### config.mk
export PLATFORM = sky130hd
export DESIGN_NAME = seg_scan_ctrl_flat
export DESIGN_NICKNAME = d
export VERILOG_FILES = /design/src/rtl/seg_scan_ctrl_if.sv /design/src/rtl/seg_scan_ctrl.sv /design/src/flat_wrapper.sv
export SDC_FILE = /design/constraint.sdc
export NUM_CORES = 1
export LEC_CHECK = 0
export ABC_AREA = 0
export BUFFER_PORTS_ARGS = -buffer_cell sky130_fd_sc_hd__buf_4
export CORE_AREA = 2 2 93 95
export DETAILED_ROUTE_END_ITERATION = 10
export DIE_AREA = 0 0 95 97
export SLEW_MARGIN = 30
export SYNTH_ARGS = -nofsm -noshare
export SYNTH_HDL_FRONTEND = slang
export SYNTH_SLANG_ARGS = --single-unit
### constraint.sdc
create_clock -name clk -period 2.2 [get_ports clk]
set_clock_uncertainty 0.1 [all_clocks]
set_input_delay 0.11 -clock clk [delete_from_list [all_inputs] [get_ports clk]]
set_output_delay 0.11 -clock clk [all_outputs]
set_load 0.01 [all_outputs]
### src/rtl/seg_scan_ctrl_if.sv
// Scan controller bus: scan enable, digit values and per-digit flags
// toward the controller, and decoder nibble / anodes / decimal point /
// frame pulse back from it.
//   master : drives en, x, dig_en, dp_in; observes digit, an, dp, frame_done
//   slave  : the scan controller itself
interface seg_scan_ctrl_if #(
    parameter int NDIG = 6
);
    logic                en;
    logic [4*NDIG-1:0]   x;
    logic [NDIG-1:0]     dig_en;
    logic [NDIG-1:0]     dp_in;
    logic [3:0]          digit;
    logic [NDIG-1:0]     an;
    logic                dp;
    logic                frame_done;

    modport master (
        output en, x, dig_en, dp_in,
        input  digit, an, dp, frame_done
    );

    modport slave (
        input  en, x, dig_en, dp_in,
        output digit, an, dp, frame_done
    );
endinterface

### src/rtl/seg_scan_ctrl.sv
// Time-multiplexed 7-segment scan controller. One slot of DIV_MAX+1 clocks
// per digit; the first BLANK_CYC clocks of a slot keep all anodes off to
// avoid ghosting. The display value is captured once per frame (slot 0,
// cnt 0) so a digit update mid-frame never tears.
// Ports:
//   clk  : system clock
//   clr  : synchronous active-high reset
//   bus  : seg_scan_ctrl_if.slave
//          en         scan enable (0 = dark, scan frozen)
//          x          digit values, digit i = x[4i+3:4i]
//          dig_en     per-digit show enable
//          dp_in      per-digit decimal point
//          digit      nibble to the shared decoder
//          an         active-low anodes
//          dp         active-low decimal point
//          frame_done one-clock pulse after the last slot of a frame
module seg_scan_ctrl #(
    parameter int NDIG      = 6,
    parameter int DIV_W     = 16,
    parameter int DIV_MAX   = 49999,
    parameter int BLANK_CYC = 2
) (
    input  logic              clk,
    input  logic              clr,
    seg_scan_ctrl_if.slave    bus
);
    localparam int               IW    = $clog2(NDIG);
    localparam logic [DIV_W-1:0] CMAX  = DIV_W'(DIV_MAX);
    localparam logic [DIV_W-1:0] CBLK  = DIV_W'(BLANK_CYC);
    localparam logic [IW-1:0]    ILAST = IW'(NDIG-1);

    typedef enum logic { BLANK, DRIVE } phase_t;
    // Phase matching cnt==0, the reset count.
    localparam phase_t ST_RST = (BLANK_CYC > 0) ? BLANK : DRIVE;

    logic [DIV_W-1:0]     cnt, cnt_nx;
    logic [IW-1:0]        idx, idx_nx;
    logic [NDIG-1:0][3:0] snap_x, cur_x;
    logic [NDIG-1:0]      snap_en, snap_dp, cur_en, cur_dp;
    logic                 tick, load;
    phase_t               st, st_nx;

    logic [NDIG-1:0]      an_q, an_nx;
    logic                 dp_q, dp_nx;
    logic [3:0]           digit_q, digit_nx;
    logic                 fd_q, fd_nx;

    // Counter / snapshot control
    always_comb begin
        tick = (cnt == CMAX);
        load = bus.en && (cnt == '0) && (idx == '0);
        // Bypass: on the load cycle the outputs already reflect the new inputs.
        cur_x  = load ? bus.x      : snap_x;
        cur_en = load ? bus.dig_en : snap_en;
        cur_dp = load ? bus.dp_in  : snap_dp;
        cnt_nx = cnt;
        idx_nx = idx;
        if (bus.en) begin
            cnt_nx = tick ? '0 : cnt + 1'b1;
            if (tick)
                idx_nx = (idx == ILAST) ? '0 : idx + 1'b1;
        end
    end

    always_ff @(posedge clk) begin
        if (clr) begin
            cnt     <= '0;
            idx     <= '0;
            snap_x  <= '0;
            snap_en <= '0;
            snap_dp <= '0;
        end else begin
            cnt <= cnt_nx;
            idx <= idx_nx;
            if (load) begin
                snap_x  <= cur_x;
                snap_en <= cur_en;
                snap_dp <= cur_dp;
            end
        end
    end

    // Phase FSM: state register
    always_ff @(posedge clk) begin
        if (clr) st <= ST_RST;
        else     st <= st_nx;
    end

    // Phase FSM: next state, always consistent with the next count
    always_comb begin
        st_nx = (cnt_nx < CBLK) ? BLANK : DRIVE;
    end

    // Phase FSM: outputs (registered below, so they lag cnt/idx by one)
    always_comb begin
        an_nx    = '1;
        dp_nx    = 1'b1;
        digit_nx = digit_q;
        fd_nx    = 1'b0;
        if (bus.en) begin
            digit_nx = cur_x[idx];
            fd_nx    = tick && (idx == ILAST);
            if (st == DRIVE) begin
                // Only the current slot's anode can go low.
                an_nx[idx] = ~cur_en[idx];
                dp_nx      = ~(cur_dp[idx] & cur_en[idx]);
            end
        end
    end

    always_ff @(posedge clk) begin
        if (clr) begin
            an_q    <= '1;
            dp_q    <= 1'b1;
            digit_q <= '0;
            fd_q    <= 1'b0;
        end else begin
            an_q    <= an_nx;
            dp_q    <= dp_nx;
            digit_q <= digit_nx;
            fd_q    <= fd_nx;
        end
    end

    assign bus.an         = an_q;
    assign bus.dp         = dp_q;
    assign bus.digit      = digit_q;
    assign bus.frame_done = fd_q;
endmodule

### src/flat_wrapper.sv
// flat-port wrapper written by rule: the top's interface ports become plain ports
module seg_scan_ctrl_flat 
#(
    parameter int NDIG      = 6,
    parameter int DIV_W     = 16,
    parameter int DIV_MAX   = 49999,
    parameter int BLANK_CYC = 2
)
  (clk, clr, bus_en, bus_x, bus_dig_en, bus_dp_in, bus_digit, bus_an, bus_dp, bus_frame_done);
  seg_scan_ctrl_if #(.NDIG(NDIG)) bus_i ();
  input  logic clk;
  input  logic clr;
  input wire logic [$bits(bus_i.en)-1:0] bus_en;
  input wire logic [$bits(bus_i.x)-1:0] bus_x;
  input wire logic [$bits(bus_i.dig_en)-1:0] bus_dig_en;
  input wire logic [$bits(bus_i.dp_in)-1:0] bus_dp_in;
  output wire logic [$bits(bus_i.digit)-1:0] bus_digit;
  output wire logic [$bits(bus_i.an)-1:0] bus_an;
  output wire logic [$bits(bus_i.dp)-1:0] bus_dp;
  output wire logic [$bits(bus_i.frame_done)-1:0] bus_frame_done;
  assign bus_i.en = bus_en;
  assign bus_i.x = bus_x;
  assign bus_i.dig_en = bus_dig_en;
  assign bus_i.dp_in = bus_dp_in;
  assign bus_digit = bus_i.digit;
  assign bus_an = bus_i.an;
  assign bus_dp = bus_i.dp;
  assign bus_frame_done = bus_i.frame_done;
  seg_scan_ctrl #(.NDIG(NDIG), .DIV_W(DIV_W), .DIV_MAX(DIV_MAX), .BLANK_CYC(BLANK_CYC)) u_core (.clk(clk), .clr(clr), .bus(bus_i));
endmodule
**Yosys cells after proc, flatten, opt, wreduce, memory -nomap -nowiden**

Index checks and enable logic that the tools add are counted.

- Word-level logic and storage cells: 53
- Bits of input ports: 39
- Bits in read-only memories: 0
- Register bits: 68
- Memories kept: 0
- Output and inout bits: 12
- Memory bits (writable): 0
- Bits in latches: 0

- Multipliers: 0
- Eq/ne operators: 2
- Bitwise logic cells: 7
- Divide/modulo/power cells: 0
- Mux-type cells: 15
- Shift operators: 0
- $add $sub $neg: 2
- Reduce and logical (&&, ||, !) cells: 9
- $lt $le $gt $ge: 3

Operator list:

| kind | count |
|---|---|
| two-way mux 16 bit | 2 |
| two-way mux 24 bit | 1 |
| adder 16 x 1 -> 16 bit (second input constant) | 1 |
| == test 16 bit (second input constant) | 1 |
| zero test 16 bit | 1 |
| < comparator 16 x 2 -> 1 bit (second input constant) | 1 |
| binary-select mux 4 bit (select 3 bit) | 1 |
| two-way mux 6 bit | 2 |
| binary-select mux 1 bit (select 3 bit) | 2 |
| NOT 6 bit | 1 |
| bitwise OR 6 bit | 1 |
| logical AND 1 bit | 4 |
| < comparator 3 x 4 -> 1 bit (second input constant) | 1 |
| two-way mux 1 bit | 4 |
| two-way mux 4 bit | 1 |
| NOT 1 bit | 4 |
| adder 3 x 1 -> 3 bit (second input constant) | 1 |
| demux 1 bit (select 3 bit) | 1 |
| == test 3 bit (second input constant) | 1 |
| >= comparator 3 x 1 -> 1 bit (second input constant) | 1 |
| zero test 3 bit | 1 |
| two-way mux 3 bit | 1 |
| OR reduction 3 bit | 1 |
| AND reduction 2 bit | 1 |
| 2 further kinds | 2 |

**Longest topological paths before layout**

- Depth after elaboration: 8
- Gate-level depth with buffers: 8
- Depth with buffers taken out: 7

**Worst setup path before layout**

Ideal clock, no wire load.

- Path type: register to register
- From: reg u_core.cnt[0]
- To: reg u_core.digit_q[3] (netlist: u_core.bus.digit[3])
- Setup time: 133 ps
- Path buffers: 1
- Arrival time: 1818 ps
- Required time: 1967 ps
- Period minus slack after synthesis: 2051 ps
- Slack: 149 ps
- Stages on the path, launching flop included: 9
- Path through: dfxtp_1 > inv_1 > ha_1 > or4b_4 > and4bb_1 > buf_4 > a21boi_0 > o311ai_1 > a311oi_1

- Cells in the longest elaborated chain, start to end: 6

RTL lines:

| what | line | RTL |
|---|---|---|
| from (decl) | seg_scan_ctrl.sv:36 | `logic [DIV_W-1:0] cnt, cnt_nx;` |
| from (signal assigned) | seg_scan_ctrl.sv:73 | `cnt <= cnt_nx;` |
| zero test 16 bit | seg_scan_ctrl.sv:51 | `load = bus.en && (cnt == '0) && (idx == '0);` |
| logical AND 1 bit (2 in series) | seg_scan_ctrl.sv:51 |  |
| two-way mux 24 bit | seg_scan_ctrl.sv:53 | `cur_x = load ? bus.x : snap_x;` |
| binary-select mux 4 bit (select 3 bit) | seg_scan_ctrl.sv:101 | `digit_nx = cur_x[idx];` |
| two-way mux 4 bit (implied by the code) | seg_scan_ctrl.sv:101 |  |
| to (signal assigned) | seg_scan_ctrl.sv:120 | `digit_q <= digit_nx;` |
| to (decl) | seg_scan_ctrl.sv:45 | `logic [3:0] digit_q, digit_nx;` |

Every way passes these cells. The select of a mux whose other input is x is not followed.
A chain may end at the register's enable or synchronous reset.

**Final worst setup path**

Same ends and word-level chain as after synthesis.

==> parameters.txt <==
Parameter                              Value

Logic synthesis
  Post-Synth Simple-Gate Area ... 0.271
  Synthesized flop and latch total ... 68
  Ranking of synthesized cells by area ... dfxtp_1 43%, nand2_1 9.1%, a21oi_1 5.4%
  Number of warnings issued by yosys ... 0
  Mean post-synth cell area ... 8.03 um2
  Complex-gate fraction of the synthesized area ... 0.141
  Area share of the largest cell type after synthesis ... 0.429
  Number of library cell types mapped by synthesis ... 51
  Share of flip-flops with an asynchronous set or reset ... 0
  Share of the yosys chip area belonging to registers ... 0.429
  XOR/XNOR share of the synthesized area ... 0.0580
  Instance count of the mapped netlist ... 395
  Mapped Area ... 3170 um2
  Top flip-flop cell by instance count after synthesis ... dfxtp_1
  Net count of the mapped netlist ... 436
  Multiplexer fraction of the synthesized cell area ... 0.0406
  Share of synthesized cell area in full adder, half adder and majority cells ... 0.00789
  EDFF count, synth ... 0
  Cell type with the largest total area after synthesis ... dfxtp_1
  Combinational family with the most area after synthesis ... simple AND/OR/NAND/NOR gates

Clock tree
  Clock tree from TritonCTS ... done
  Clock insertion delay at the later pin of the skew report ... 0.34 ns
  Cts bufs inserted ... 9
  H-tree depth ... 3
  Clock Tree Buf Depth ... 2
  Clock slew seen by the registers of the worst setup and hold paths ... 0.07 ns
  CTS root buffer ... clkbuf_8
  Num Clock Sinks ... 68

STA
  Period utilisation layout ... 0.981
  Max Freq ... 463 MHz
  Transition at the pin with the smallest max-transition slack ... 0.510 ns
  Slew margin rel. ... 0.660
  Time the worst path needs with I/O delays and setup ... 2.16 ns
  Hold Violations, Final ... 0
  Final count of negative-setup-slack endpoints ... 0
  Unrepaired setup endpoints after global routing ... yes
  Max-slew violations ... 0

GRT
  GRT Total Usage ... 0.184
  Antenna violations before repair ... 0
  First-pass GRT wire length ... 13.5 mm
  Vias in the first global route ... 2881
  Maximum number of pins on one net before global-route repair ... 47
  Global route total overflow ... 0

Critical path
  Slowest stage cell, crit path ... or4b_4
  Crit path largest cell delay ... 0.49 ns
  Critical path buffers and inverters ... 1
  Largest driver fanout on the critical path ... 8
  Crit path max-delay family ... simple AND/OR/NAND/NOR gates
  Required time of the worst setup path ... 2.31 ns
  CP endpoint kind ... flop
  Critical path class ... reg2reg
  Startpoint types ... flop
  Sequence of cells on the critical path ... inv_1 > ha_1 > or4b_4 > and4bb_4 > a21boi_0 > o311ai_1 > a311oi_1
  Arr. time, crit path ... 2.26 ns

Place
  Estimated wirelength of the detail-placed design ... 5.64 mm
  Weighted congestion reported at the end of routability-driven placement ... 0.904
  Port buffer count ... 50
  Placed cell count ... 546

Cells and area
  Area growth from synthesis to final layout ... 37.1%
  Ant. Diodes ... 0
  Fillers ... 778
  # nets final ... 525
  Share of final-layout standard cells stronger than drive strength 1 ... 0.247
  Count of placed standard cells in the final layout, fillers left out ... 594

Run status
  Result of the run ... finished, final reports clean

Pwr
  Peak supply drop ... 0.362 mV
  Static Leak ... 1.73 nW
  Switching portion of total power ... 0.238
  Overall Power ... 2.97 mW
  PwrDens ... 682 nW/um2
  Switching Power ... 0.707 mW
  Combinational Power Share ... 0.133
  Internal power consumption ... 2.26 mW
  Sequential cell fraction of total power ... 0.447
  Clk network pwr share ... 0.420

Floorplanning
  Initial standard-cell utilization of the core ... 0.390
  FP Rows ... 33
  Core box area ... 8130 um2
  Die Width ... 95 um
  Die Y ... 97 um
  I/O pin total ... 51
  Overall die area ... 9220 um2

Detailed routing
  Routed wire length ... 8.11 mm
  Count of routing violations after the opening detailed-route iteration ... 138
  Router iterations before antenna repair ... 4
  Post-DR vias/cell ... 5.09
  Final ANT Viol Nets ... 0
  Post-DR wirelength/cell ... 13.6 um
  Drt drc ... 0
  Vias ... 3025

Job
  Max-cap violations ... 0

Worst hold path
  Hold Crit Class ... in2reg
worst min-delay path, cell delays in order:
cell and delay, ns:
buf_4 0.08, and3_2 0.16, a21oi_1 0.04, nor2_1 0.07
cell usage after synthesis, types with 6 or more instances:
library cell  instances
nor2_1               36
mux2_2                7
nand2_1              77
clkbuf_1             25
dfxtp_1              68
xnor2_1              14
a21oi_1              34
nand3_1              21
nor3_1               10
xor2_1                7
inv_1                 7
nor4_1                6
power by group through the flow:
stage / clock, mW / combinational [mW] / sequential (mW)
final: 1.24 / 0.395 / 1.33
after global routing: 1.32 / 0.439 / 1.33
after CTS: 1.27 / 0.385 / 1.33
after detailed placement: 0 / 0.338 / 1.36
after global placement: 0 / 0.333 / 1.35
after floorplan: 0 / 0.198 / 1.35
sequential cells by signal, indices dropped and copies added (netlist names):
| register | flops |
|---|---|
| u_core.bus.frame_done | 1 |
| u_core.bus.digit | 4 |
| u_core.idx | 3 |
| u_core.snap_x | 24 |
| u_core.bus.dp | 1 |
| u_core.st | 1 |
| u_core.snap_dp | 6 |
| u_core.cnt | 16 |
| u_core.bus.an | 6 |
| u_core.snap_en | 6 |
area by class of cell:
type	instances	area, um2	area share
clock buffers	10	128	0.0294
clock inverters	6	111	0.0256
inverters	7	26.3	0.00604
multi-input cells	288	1670	0.385
flip-flops and latches	68	1360	0.313
well taps	105	131	0.0302
repair buffers	110	916	0.211
layout by cell type, fill, tap and decap left out, types with 5 or more instances in the layout:
cell	netlist	layout
a211oi_1	5	5
a21oi_1	34	34
inv_1	7	7
buf_4	1	78
mux2_2	7	7
nor2_1	36	35
clkbuf_8	0	9
nor3_1	10	10
nand3_1	21	21
xor2_1	7	7
xnor2_1	14	14
dfxtp_1	68	68
mux2i_1	5	5
nand2_1	77	77
dlygate4sd3_1	0	31
routing by layer:
layer | part of all wire | track usage | vias to the layer above
met1 | 0.47 | 0.247 | 1411
met5 | 0 | 0 | -
li1 | - | - | 1527
met4 | 0.012 | 0.0635 | 0
met2 | 0.47 | 0.295 | 77
met3 | 0.045 | 0.0327 | 10
through the flow:
step / TNS (ns) / util / area [um2] / hold WS (ns) / setup WS, ns
2_1_floorplan: 0 / - / 3170 / 0.150 / 0.149
3_3_place_gp: 0 / 0.463 / 3760 / 0.267 / 0.0461
3_5_place_dp: -0.0414 / 0.463 / 3760 / 0.271 / -0.0414
4_1_cts: 0 / 0.530 / 4310 / 0.0484 / 0.00645
5_1_grt: -0.0582 / 0.535 / 4350 / 0.0733 / -0.0511
6_report: 0 / 0.535 / 4350 / 0.0574 / 0.0409
path summary, 6_finish.rpt:
| path | from | cells past startpoint | to | slack, ns |
|---|---|---|---|---|
| setup reg to reg | u_core.cnt[0] | 7 | u_core.bus.digit[3] | 0.04 |
| hold reg to reg | u_core.snap_x[12] | 2 | u_core.snap_x[12] | 0.35 |
| hold / removal | bus_x[0] | 4 | u_core.snap_x[0] | 0.06 |
| setup / recovery | u_core.cnt[0] | 7 | u_core.bus.digit[3] | 0.04 |
logic make-up after synthesis:
family	Yosys count
XOR/XNOR	21
multiplexers	12
AND/OR/NAND/NOR	183
adder cells (fa/ha/maj)	2
flip-flops	68
buffers and inverters	39
AO/OA/AOI/OAI	70
timing repair:
action                                  4_1_cts  5_1_grt
setup buffers                                 0        1
hold buffers                                 31        0
gates resized for setup                       1        6
hold endpoints to repair                     31        0
pin swaps                                     0        4
endpoints found under the setup margin        1        7
(Power assumes the default switching activity.)
